$ cat config.mk
export PLATFORM = sky130hd
export DESIGN_NAME = fp_norm_round
export DESIGN_NICKNAME = d
export VERILOG_FILES = /design/src/rtl/fp_norm_round.sv
export SDC_FILE = /design/constraint.sdc
export NUM_CORES = 1
export LEC_CHECK = 0
export ABC_AREA = 0
export CORE_UTILIZATION = 55
export CTS_BUF_LIST = sky130_fd_sc_hd__clkbuf_8
export CTS_CLUSTER_DIAMETER = 100
export DETAILED_ROUTE_END_ITERATION = 10
export PLACE_DENSITY = 0.81
export SLEW_MARGIN = 20
export SYNTH_ARGS = -nofsm -noshare
export SYNTH_HDL_FRONTEND = slang
export SYNTH_SLANG_ARGS = --single-unit
$ cat constraint.sdc
create_clock -name clk -period 3.2 [get_ports clk]
set_input_delay 0.32 -clock clk [delete_from_list [all_inputs] [get_ports clk]]
set_output_delay 0.32 -clock clk [all_outputs]
set_load 0.05 [all_outputs]
$ cat src/rtl/fp_norm_round.sv
// fp_norm_round: normalise and round-to-nearest-even back end of the FP add/sub path.
// Takes the signed mantissa sum plus common biased exponent and returns an IEEE-754
// sign/exponent/fraction with overflow, inexact, zero and subnormal flags.
// Optional macro FP_NORM_LZC_EN: the normalise step uses a leading-zero count and
// finishes in one cycle instead of shifting one bit per cycle.
module fp_norm_round #(
  parameter int unsigned MANTISSA_WIDTH = 23,
  parameter int unsigned EXPONENT_WIDTH = 8
) (
  input  logic                        clk,
  input  logic                        rst,
  input  logic                        in_valid,
  output logic                        in_ready,
  input  logic [MANTISSA_WIDTH+5:0]   in_sum,
  input  logic [EXPONENT_WIDTH-1:0]   in_exp,
  output logic                        out_valid,
  input  logic                        out_ready,
  output logic                        out_sign,
  output logic [EXPONENT_WIDTH-1:0]   out_exp,
  output logic [MANTISSA_WIDTH-1:0]   out_mant,
  output logic                        out_ovf,
  output logic                        out_inexact,
  output logic                        out_zero,
  output logic                        out_denorm
);

  localparam int unsigned MW   = MANTISSA_WIDTH;
  localparam int unsigned EW   = EXPONENT_WIDTH;
  localparam int unsigned SW   = MW + 6;  // signed sum width
  localparam int unsigned MAGW = MW + 5;  // magnitude width (overflow..sticky)
  localparam int unsigned XW   = EW + 1;  // internal exponent, one guard bit
  localparam int unsigned RW   = MW + 2;  // rounded significand incl. carry out

  localparam logic [XW-1:0] EXP_INF = XW'((1 << EW) - 1);

  typedef enum logic [2:0] {
    S_IDLE,
    S_CHECK,
    S_NORM,
    S_ROUND,
    S_DONE
  } state_t;

  state_t              r_state;
  logic                r_in_ready;
  logic                r_out_valid;
  logic                r_sign;
  logic [MAGW-1:0]     r_mag;
  logic [XW-1:0]       r_exp;
  logic                r_out_sign;
  logic [EW-1:0]       r_out_exp;
  logic [MW-1:0]       r_out_mant;
  logic                r_out_ovf;
  logic                r_out_inexact;
  logic                r_out_zero;
  logic                r_out_denorm;

  logic [MAGW-1:0]     w_mag_in;
  logic [XW-1:0]       w_exp_in;
  logic                w_round_up;
  logic [RW-1:0]       w_rsum;
  logic [MW:0]         w_rmant;
  logic [XW-1:0]       w_rexp;
  logic                w_hidden;
  logic                w_ovf;

  // Magnitude of the two's-complement sum; low bits of the negation only need low input bits
  assign w_mag_in = in_sum[SW-1] ? MAGW'(~in_sum[MAGW-1:0] + MAGW'(1)) : in_sum[MAGW-1:0];
  assign w_exp_in = (in_exp == '0) ? XW'(1) : {1'b0, in_exp};

  // Round-to-nearest-even on the normalised magnitude, with carry-out renormalisation
  always_comb begin
    w_round_up = r_mag[2] & (r_mag[1] | r_mag[0] | r_mag[3]);
    w_rsum     = RW'(r_mag[MAGW-2:3]) + RW'(w_round_up);
    if (w_rsum[RW-1]) begin
      w_rmant = w_rsum[RW-1:1];
      w_rexp  = r_exp + XW'(1);
    end else begin
      w_rmant = w_rsum[MW:0];
      w_rexp  = r_exp;
    end
    w_hidden = w_rmant[MW];
    w_ovf    = (w_rexp >= EXP_INF);
  end

`ifdef FP_NORM_LZC_EN
  logic [XW-1:0]   w_lzc;
  logic [XW-1:0]   w_shamt;
  logic            w_found;
  logic [MAGW-1:0] w_mag_sh;

  // Leading-zero count below the hidden position, clamped so the exponent stops at 1
  always_comb begin
    w_lzc   = '0;
    w_found = 1'b0;
    for (int i = MAGW - 2; i >= 0; i--) begin
      if (!w_found) begin
        if (r_mag[i]) begin
          w_found = 1'b1;
        end else begin
          w_lzc = w_lzc + XW'(1);
        end
      end
    end
    w_shamt = (w_lzc < (r_exp - XW'(1))) ? w_lzc : (r_exp - XW'(1));
    if (r_mag == '0) begin
      w_shamt = '0;
    end
    w_mag_sh = r_mag << w_shamt;
  end
`endif

  // Control FSM and datapath registers; outputs are loaded in ROUND and held through DONE
  always_ff @(posedge clk) begin
    if (rst) begin
      r_state       <= S_IDLE;
      r_in_ready    <= 1'b1;
      r_out_valid   <= 1'b0;
      r_sign        <= 1'b0;
      r_mag         <= '0;
      r_exp         <= '0;
      r_out_sign    <= 1'b0;
      r_out_exp     <= '0;
      r_out_mant    <= '0;
      r_out_ovf     <= 1'b0;
      r_out_inexact <= 1'b0;
      r_out_zero    <= 1'b0;
      r_out_denorm  <= 1'b0;
    end else begin
      case (r_state)
        S_IDLE: begin
          if (in_valid) begin
            r_sign     <= in_sum[SW-1];
            r_mag      <= w_mag_in;
            r_exp      <= w_exp_in;
            r_in_ready <= 1'b0;
            r_state    <= S_CHECK;
          end
        end
        S_CHECK: begin
          // Adder carry: shift right once, folding the lost R bit into sticky
          if (r_mag[MAGW-1]) begin
            r_mag <= {1'b0, r_mag[MAGW-1:2], r_mag[1] | r_mag[0]};
            r_exp <= r_exp + XW'(1);
          end
          r_state <= S_NORM;
        end
        S_NORM: begin
`ifdef FP_NORM_LZC_EN
          r_mag   <= w_mag_sh;
          r_exp   <= r_exp - w_shamt;
          r_state <= S_ROUND;
`else
          if ((r_mag == '0) || r_mag[MAGW-2] || (r_exp == XW'(1))) begin
            r_state <= S_ROUND;
          end else begin
            r_mag <= r_mag << 1;
            r_exp <= r_exp - XW'(1);
          end
`endif
        end
        S_ROUND: begin
          if (r_mag == '0) begin
            r_out_sign    <= 1'b0;
            r_out_exp     <= '0;
            r_out_mant    <= '0;
            r_out_ovf     <= 1'b0;
            r_out_inexact <= 1'b0;
            r_out_zero    <= 1'b1;
            r_out_denorm  <= 1'b0;
          end else if (w_ovf) begin
            r_out_sign    <= r_sign;
            r_out_exp     <= '1;
            r_out_mant    <= '0;
            r_out_ovf     <= 1'b1;
            r_out_inexact <= 1'b1;
            r_out_zero    <= 1'b0;
            r_out_denorm  <= 1'b0;
          end else begin
            r_out_sign    <= r_sign;
            r_out_exp     <= w_hidden ? w_rexp[EW-1:0] : '0;
            r_out_mant    <= w_rmant[MW-1:0];
            r_out_ovf     <= 1'b0;
            r_out_inexact <= |r_mag[2:0];
            r_out_zero    <= 1'b0;
            r_out_denorm  <= ~w_hidden;
          end
          r_out_valid <= 1'b1;
          r_state     <= S_DONE;
        end
        S_DONE: begin
          if (out_ready) begin
            r_out_valid <= 1'b0;
            r_in_ready  <= 1'b1;
            r_state     <= S_IDLE;
          end
        end
        default: begin
          r_state     <= S_IDLE;
          r_in_ready  <= 1'b1;
          r_out_valid <= 1'b0;
        end
      endcase
    end
  end

  assign in_ready    = r_in_ready;
  assign out_valid   = r_out_valid;
  assign out_sign    = r_out_sign;
  assign out_exp     = r_out_exp;
  assign out_mant    = r_out_mant;
  assign out_ovf     = r_out_ovf;
  assign out_inexact = r_out_inexact;
  assign out_zero    = r_out_zero;
  assign out_denorm  = r_out_denorm;

endmodule

# Yosys cells after proc, flatten, opt, wreduce, memory -nomap -nowiden
# Cells that the tools add are included.
word_totals:
  regBits: 79
  latchBits: 0
  ram_bits: 0
  rom_bits: 0
  inputBits: 41
  out_inout_bits: 38
  wordCells: 85
  mem_count: 0
op_classes:
  addsub: 4
  multipliers: 0
  div: 0
  n_lt_le_gt_ge: 1
  eq_ne: 10
  shift: 0
  mux: 34
  n_bitwise: 7
  n_reduce_logical: 15
ops:
  columns: ["cell", "n"]
  rows:
  - ["$mux W28", 3]
  - ["$pmux W28 S3", 1]
  - ["$mux W23", 2]
  - ["$mux W9", 4]
  - ["$mux W8", 4]
  - ["$add A28 B1 Y28 const B", 1]
  - ["$logic_not A28 Y1", 1]
  - ["$not A28 Y28", 1]
  - ["$mux W27", 1]
  - ["$pmux W9 S3", 1]
  - ["$add A24 B1 Y25", 1]
  - ["$mux W24", 1]
  - ["$pmux W3 S5", 1]
  - ["$mux W1", 11]
  - ["$ne A2 B2 Y1 const B", 5]
  - ["$add A9 B1 Y9 const B", 1]
  - ["$eq A9 B1 Y1 const B", 1]
  - ["$ge A9 B8 Y1 const B", 1]
  - ["$mux W3", 3]
  - ["$reduce_and A3 Y1", 3]
  - ["$reduce_or A3 Y1", 3]
  - ["$sub A9 B1 Y9 const B", 1]
  - ["$logic_not A8 Y1", 1]
  - ["$eq A3 B2 Y1 const B", 2]
  - ["other kinds (11)", 17]

# Longest topological paths before layout
# Gate-level depths: netlist (run 1).
depth:
  depth_word: 8
  mapped_depth: 10
  mapped_depth_nobuf: 8

# Worst setup path after synthesis (run 1)
# Ideal clock, no wire load.
synth_timing:
  path_type: "register to register"
  from: "register r_mag[2]"
  to: "register r_out_exp[0] (netlist: out_exp[0])"
  setup_ps: 134
  t_arrival_ps: 2331
  required_ps: 3066
  setup_slack_ps: 735
  path_stages_with_launch: 10
  path_buffers: 1
  synth_period_minus_slack_ps: 2465
  path_cell_list: "dfxtp_1 -> and2_1 -> ha_1 -> nand2_1 -> or4_1 -> buf_2 -> o31a_1 -> or2_1 -> a21oi_4 -> o22ai_1"
synth_via:
  elab_chain_cells: 6
  word_cells_on_any_way: 9
  cone_classes: "1 x add/sub; 1 x order compare; 5 x mux; 1 x bitwise; 1 x reduce/logical"
synth_rtl:
  columns: ["element", "line", "source"]
  rows:
  - ["start, declared", "48", "logic [MAGW-1:0] r_mag;"]
  - ["start signal, assigned", "134", "r_mag <= w_mag_in;"]
  - ["start signal, assigned", "143", "r_mag <= {1'b0, r_mag[MAGW-1:2], r_mag[1] | r_mag[0]};"]
  - ["start signal, assigned", "157", "r_mag <= r_mag << 1;"]
  - ["$and A1 B1 Y1", "73", "w_round_up = r_mag[2] & (r_mag[1] | r_mag[0] | r_mag[3]);"]
  - ["$add A24 B1 Y25", "74", "w_rsum = RW'(r_mag[MAGW-2:3]) + RW'(w_round_up);"]
  - ["$mux W9 or $mux W24 (tied branches)", "75", "if (w_rsum[RW-1]) begin"]
  - ["$ge A9 B8 Y1 or $mux W8 (tied branches)", "83, 181", null]
  - ["$mux W8", "171", "end else if (w_ovf) begin"]
  - ["$mux W8 *", "163", "if (r_mag == '0) begin"]
  - ["end signal, assigned", "181", "r_out_exp <= w_hidden ? w_rexp[EW-1:0] : '0;"]
  - ["end, declared", "51", "logic [EW-1:0] r_out_exp;"]
# Every way passes the cells marked *; elsewhere a longest branch is shown, timed or not.
# A chain may end at the register's enable or synchronous reset.

# Worst setup path after layout (run 1)
layout_timing:
  from: "register r_exp[1]"
  to: "register r_mag[13]"
layout_via:
  elab_chain_cells: 4
layout_rtl:
  columns: ["element", "line", "source"]
  rows:
  - ["start, declared", "49", "logic [XW-1:0] r_exp;"]
  - ["start signal, assigned", "135", "r_exp <= w_exp_in;"]
  - ["start signal, assigned", "144", "r_exp <= r_exp + XW'(1);"]
  - ["start signal, assigned", "158", "r_exp <= r_exp - XW'(1);"]
  - ["$eq A9 B1 Y1", "154", "if ((r_mag == '0) || r_mag[MAGW-2] || (r_exp == XW'(1))) begin"]
  - ["$logic_or A1 B1 Y1", "154", null]
  - ["$ne A2 B2 Y1 (no line)", null, null]
  - ["$reduce_and A4 Y1 (no line)", null, null]
# No other way between the ends.

==> run_results.csv, run 1 <==
group,metric,value,unit
layout,n_fill_cell,802,
placement,gp_congestion,0.883,
global_route,grt_use_met2,47.8,%
detailed_routing,drtAntennaViolNets,0,
floorplanning,die_x,100,µm
placement,io_buffers,78,
logic_synthesis,yosysMostFrequentCell,"dfxtp_1",
logic_synthesis,ys_seq_area_share,29.9,%
logic_synthesis,ys.flop_type,"dfxtp_1",
global_route,grt_pass1_wl,24400,µm
detailed_routing,wire_per_inst,17.3,µm
detailed_routing,via_per_inst,6.52,
logic_synthesis,synth_common_cells,"dfxtp_1, nand2_1, nor2_1",
floorplanning,io_pins,79,
pwr,p_per_area,550,mW/mm²
logic_synthesis,ys_seq_elements,79,
setup_path,crit_path_end_kind,"flip-flop",
cts,hold_buffers,0,
timing,period_share,90.5,%
cts,cts.sinks,79,
timing,whs,0.451,ns
cts,post-cts-setup-buffers,0,
placement,dp.cells,856,
cts,cts_tree,"built",
logic_synthesis,syn_inst,693,
layout,num_antenna_cells,0,
global_route,met1_usage,42.4,%
flow_run,maxCapViolCount,0,
detailed_routing,drtIter0Drc,520,
layout,area_growth_syn_to_layout,20.6,%
timing,max_freq,345,MHz
placement,place_hpwl,10800,µm
cts,numCtsBuffers,9,
layout,fin_nets,784,
timing,finalSetupViolCount,0,
logic_synthesis,ys_top_cells_by_area,"dfxtp_1, nand2_1, a21oi_1",
timing,worst_slew_pin_slew,0.845,ns
timing,hold_viol,0,
logic_synthesis,synth.distinct_cells,68,
detailed_routing,wl,15100,µm
logic_synthesis,synth-edff-count,0,
timing,relSlewSlack,43.6,%
pwr,peakVddDrop,0.000369,V
outcome,outcome,"complete, no violations",
timing,slew_viol_final,0,
timing,period_minus_slack,2.90,ns
placement,place_ws,0.212,ns
setup_path,critPathRequiredTime,3.42,ns
logic_synthesis,synth_area,0.00529,mm²
global_route,use_met3,4.67,%
global_route,grt_pass1_vias,4944,
floorplanning,start_util,57.0,%
timing,grt_setup_unrepaired,"false",
logic_synthesis,synth_nets,739,
floorplanning,num_rows,35,
detailed_routing,drcViolationCount,0,
logic_synthesis,post-synth-top-area-cell,"dfxtp_1",
global_route,grt.overflow.total,0,
cts,cts.clk_slew.worst_paths,0.09,ns
cts,insertion_delay,0.36,ns
global_route,grt_usage,30.2,%
setup_path,crit_path_max_fanout,22,
setup_path,arrival,3.11,ns
logic_synthesis,synth_top_area_share,29.9,%
layout,drive_above_1_share,9.02,%
detailed_routing,firstDrtPassIters,6,
logic_synthesis,synthArstFlopShare,0,%
setup_path,critPathLaunchType,"flip-flop",
global_route,grt_max_degree,52,
timing,final.setup.tns,0,ns
logic_synthesis,avgSynthCellArea,7.63,µm²
floorplanning,die-area,0.0100,mm²
cts,ctsHtreeMaxLevel,3,
detailed_routing,dr_total_vias,5686,
logic_synthesis,ys_warn_count,0,
worst_hold_path,hold_class,"flip-flop to flip-flop",
global_route,antenna_found_initial,0,
cts,clockBufferDepth,2,
floorplanning,die_h,100,µm
cts,root_buffer,"clkbuf_8",
pwr,leakage,0.00219,µW
timing,skew,0.0117,ns
global_route,top_usage_layer,"met2",
setup_path,worstSetupPathType,"flip-flop to flip-flop",
floorplanning,core,0.00928,mm²
timing,timing.final.ws_setup,0.303,ns
layout,fin_cells,872,
where the power goes:
part	switching, µW	internal (µW)	total (µW)
Clock	395	481	876
Combinational	716	494	1210
Sequential	301	1120	1420
Total	1410	2090	3510
layer usage:
layer  part of all wire, %  vias to the layer above
met5                     0                        -
met4                   2.4                        0
met3                   8.2                       48
met2                    45                      336
met1                    44                     2632
li1                      -                     2670
flip-flops by register name, indices dropped and copies added (netlist names):
name	flops
r_mag	28
out_mant	23
r_exp	9
out_exp	8
r_state	3
in_ready	1
out_denorm	1
out_inexact	1
out_ovf	1
out_sign	1
out_valid	1
out_zero	1
r_sign	1
cell type report:
cell class | instances | area [µm²] | area share (%)
timing repair buffer | 102 | 973 | 15.3
inverter | 13 | 48.8 | 0.765
clock inverter | 5 | 80.1 | 1.25
multi-input combinational | 533 | 3380 | 53.0
clock buffer | 11 | 151 | 2.37
sequential | 79 | 1580 | 24.8
tap | 129 | 161 | 2.53
worst max-delay path: stages, from the launching register on:
cell and delay, ns:
dfxtp_1 0.61, inv_1 0.19, ha_1 0.21, nor2b_1 0.12, a311oi_1 0.26, o21ai_1 0.23, a221o_1 0.68, a221oi_1 0.34
a221oi_1 0.11
kinds of logic after synthesis:
group,Yosys count,synth area share [%]
AOI/OAI and AO/OA,228,29.8
adders and majority gates,5,1.18
and+or+nand+nor,247,23.6
DFF,79,29.9
buffers and inverters,81,6.60
xor gates and xnor gates,49,8.11
muxes,4,0.781
cells in the final DEF, fill, tap and decap left out, drive strengths merged, types with 21 or more instances in the layout:
| cell type | netlist | routed |
|---|---|---|
| nor3 | 21 | 21 |
| dfxtp | 79 | 79 |
| o21ai | 62 | 62 |
| clkdlybuf4s50 | 0 | 78 |
| nand2 | 71 | 71 |
| buf | 27 | 24 |
| xnor2 | 26 | 26 |
| xor2 | 23 | 23 |
| nor2 | 53 | 53 |
| nand3 | 28 | 28 |
| a21oi | 49 | 49 |
final timing paths:
check / to / depth (start not counted) / slack, ns / start
worst max-delay path: r_mag[13] / 8 / 0.30 / r_exp[1]
worst min-delay path: out_mant[13] / 2 / 0.45 / out_mant[13]
worst max register to register: r_mag[13] / 8 / 0.30 / r_exp[1]
worst min register to register: out_mant[13] / 2 / 0.45 / out_mant[13]
per-stage QoR:
step	instance area, µm²	total power [µW]	util, %
2_1_floorplan	5290	2250	-
3_3_place_gp	6150	2560	66.2
3_5_place_dp	6150	2600	66.2
4_1_cts	6380	3460	68.7
5_1_grt	6380	3670	68.7
6_report	6380	3510	68.7
repair_timing:
action,in CTS,in global routing
endpoints found under the setup margin,0,8
endpoints found under the hold margin,0,0
gates resized for setup,0,1
Note: power is estimated with default switching activity, not from simulation.
==> run 2: changes to the inputs <==
--- a/config.mk
+++ b/config.mk
@@ -6,11 +6,11 @@
 export NUM_CORES = 1
 export LEC_CHECK = 0
 export ABC_AREA = 0
-export CORE_UTILIZATION = 55
-export CTS_BUF_LIST = sky130_fd_sc_hd__clkbuf_8
+export CORE_MARGIN = 10
+export CORE_UTILIZATION = 50
 export CTS_CLUSTER_DIAMETER = 100
 export DETAILED_ROUTE_END_ITERATION = 10
-export PLACE_DENSITY = 0.81
+export PLACE_DENSITY = 0.78
 export SLEW_MARGIN = 20
 export SYNTH_ARGS = -nofsm -noshare
 export SYNTH_HDL_FRONTEND = slang
==> constraint.sdc (replaced) <==
create_clock -name clk -period 2.55 [get_ports clk]
set_input_delay 0.255 -clock clk [delete_from_list [all_inputs] [get_ports clk]]
set_output_delay 0.255 -clock clk [all_outputs]
set_load 0.05 [all_outputs]
==> run_results.csv, run 2 (synthesis results as in run 1) <==
group,metric,value,unit
outcome,outcome,"complete, no violations",
cts,ctsHtreeMaxLevel,3,
cts,insertion_delay,0.36,ns
detailed_routing,wire_per_inst,17.9,µm
placement,io_buffers,78,
timing,worst_slew_pin_slew,0.770,ns
setup_path,crit_chain,"and2_4 > ha_4 > nand2_2 > or4_4 > buf_6 > a2111oi_4 > a32oi_2 > o21ai_2 > buf_6 > o31ai_2",
detailed_routing,dr_total_vias,5780,
layout,mostFrequentLayoutCells,"clkdlybuf4s50_1, dfxtp_1, nand2_1",
timing,max_freq,398,MHz
timing,hold_viol,0,
floorplanning,io_pins,79,
cts,cts.clk_slew.worst_paths,0.08,ns
floorplanning,die_x,123,µm
detailed_routing,wl,16600,µm
layout,largest_reg_flops,28,
detailed_routing,drtIter0Drc,705,
layout,top_register,"r_mag",
pwr,total_power,4620,µW
pwr,p_per_area,676,mW/mm²
worst_hold_path,hold_class,"flip-flop to flip-flop",
floorplanning,die_h,123,µm
setup_path,critPathRequiredTime,2.80,ns
timing,finalSetupViolCount,0,
setup_path,crit_path_end_kind,"flip-flop",
global_route,grt_max_degree,52,
cts,root_buffer,"clkbuf_8",
detailed_routing,drtAntennaViolNets,0,
layout,fin_cells,927,
global_route,grt_pass1_vias,5368,
layout,final_util,66.2,%
detailed_routing,firstDrtPassIters,5,
setup_path,crit_path_max_fanout,6,
setup_path,critPathLaunchType,"flip-flop",
cts,clockBufferDepth,2,
floorplanning,die-area,0.0151,mm²
timing,period_minus_slack,2.51,ns
floorplanning,core,0.0103,mm²
cts,hold_buffers,0,
timing,slew_viol_final,0,
setup_path,slowest_stage,"or4_4",
setup_path,crit_path_max_incr_delay,0.56,ns
layout,area_growth_syn_to_layout,29.3,%
placement,placedInstanceArea,0.00653,mm²
floorplanning,start_util,51.2,%
timing,skew,0.0116,ns
flow_run,maxCapViolCount,0,
placement,place_hpwl,12500,µm
pwr,leakage,0.00245,µW
cts,cts.sinks,79,
floorplanning,num_rows,37,
layout,final_common_cell,"clkdlybuf4s50_1",
global_route,antenna_found_initial,0,
placement,dp.cells,909,
pwr,peakVddDrop,0.000338,V
placement,gp_congestion,0.949,
layout,num_antenna_cells,0,
layout,n_fill_cell,888,
global_route,grt.overflow.total,0,
cts,numCtsBuffers,9,
cts,cts_tree,"built",
setup_path,arrival,2.76,ns
detailed_routing,drcViolationCount,0,
setup_path,worstSetupPathType,"flip-flop to flip-flop",
layout,fin_nets,833,
placement,place_ws,0.00796,ns
global_route,grt_pass1_wl,26500,µm
timing,period_share,98.6,%
timing,relSlewSlack,48.0,%
setup_path,crit_path_frequent_cell,"buf_6",
layout,drive_above_1_share,15.9,%
layout,finalInstanceArea,0.00684,mm²
timing,timing.final.ws_setup,0.0366,ns
global_route,grt_usage,21.3,%
detailed_routing,via_per_inst,6.24,
-- run 2: cell types whose count changed in the layout (fill, tap and decap cells not counted), sizes merged --
cell      change
buf          +49
bufinv        +1
clkinvlp      -2
-- run 2: worst max-delay path, delay by kind of cell (launching register included) --
family | cells | cell delay (ns)
buffers and inverters | 2 | 0.33
adders and majority gates | 1 | 0.13
and+or+nand+nor | 3 | 0.76
AOI/OAI and AO/OA | 4 | 0.86
DFF | 1 | 0.33
-- run 2: layout make-up --
type,instances,area [µm²],share of cell area [%]
sequential,79,1590,23.2
clock inverter,4,95.1,1.39
tap,136,170,2.49
timing repair buffer,151,1380,20.1
clock buffer,11,131,1.92
multi-input combinational,533,3430,50.1
inverter,13,48.8,0.714
-- run 2: metal layers --
layer	wire [µm]	up-vias	global-route usage (%)
met5	0	-	0
met4	259	0	7.00
met3	1480	28	3.44
met2	7550	300	33.4
met1	7340	2688	29.0
li1	-	2764	-
-- run 2: what timing repair did --
| item | in CTS | in global routing |
|---|---|---|
| setup endpoints to repair | 0 | 28 |
| buffers inserted | 0 | 2 |
| gates resized for setup | 0 | 21 |
-- run 2: power by group --
group          switching (µW)  internal [µW]  total, µW
registers                 258           1410       1670
clock network             461            645       1110
logic                    1080            770       1850
-- run 2: worst paths after layout --
path | start | end | slack (ns) | cells past startpoint
worst max-delay path | r_mag[2] | out_mant[16] | 0.04 | 10
worst min-delay path | out_mant[13] | out_mant[13] | 0.45 | 2
worst max register to register | r_mag[2] | out_mant[16] | 0.04 | 10
worst min register to register | out_mant[13] | out_mant[13] | 0.45 | 2
-- run 2: per-stage QoR --
step           hold slack, ns  TNS, ns
2_1_floorplan           0.393        0
3_3_place_gp            0.434        0
3_5_place_dp            0.439        0
4_1_cts                 0.449        0
5_1_grt                 0.466   -0.323
6_report                0.447        0
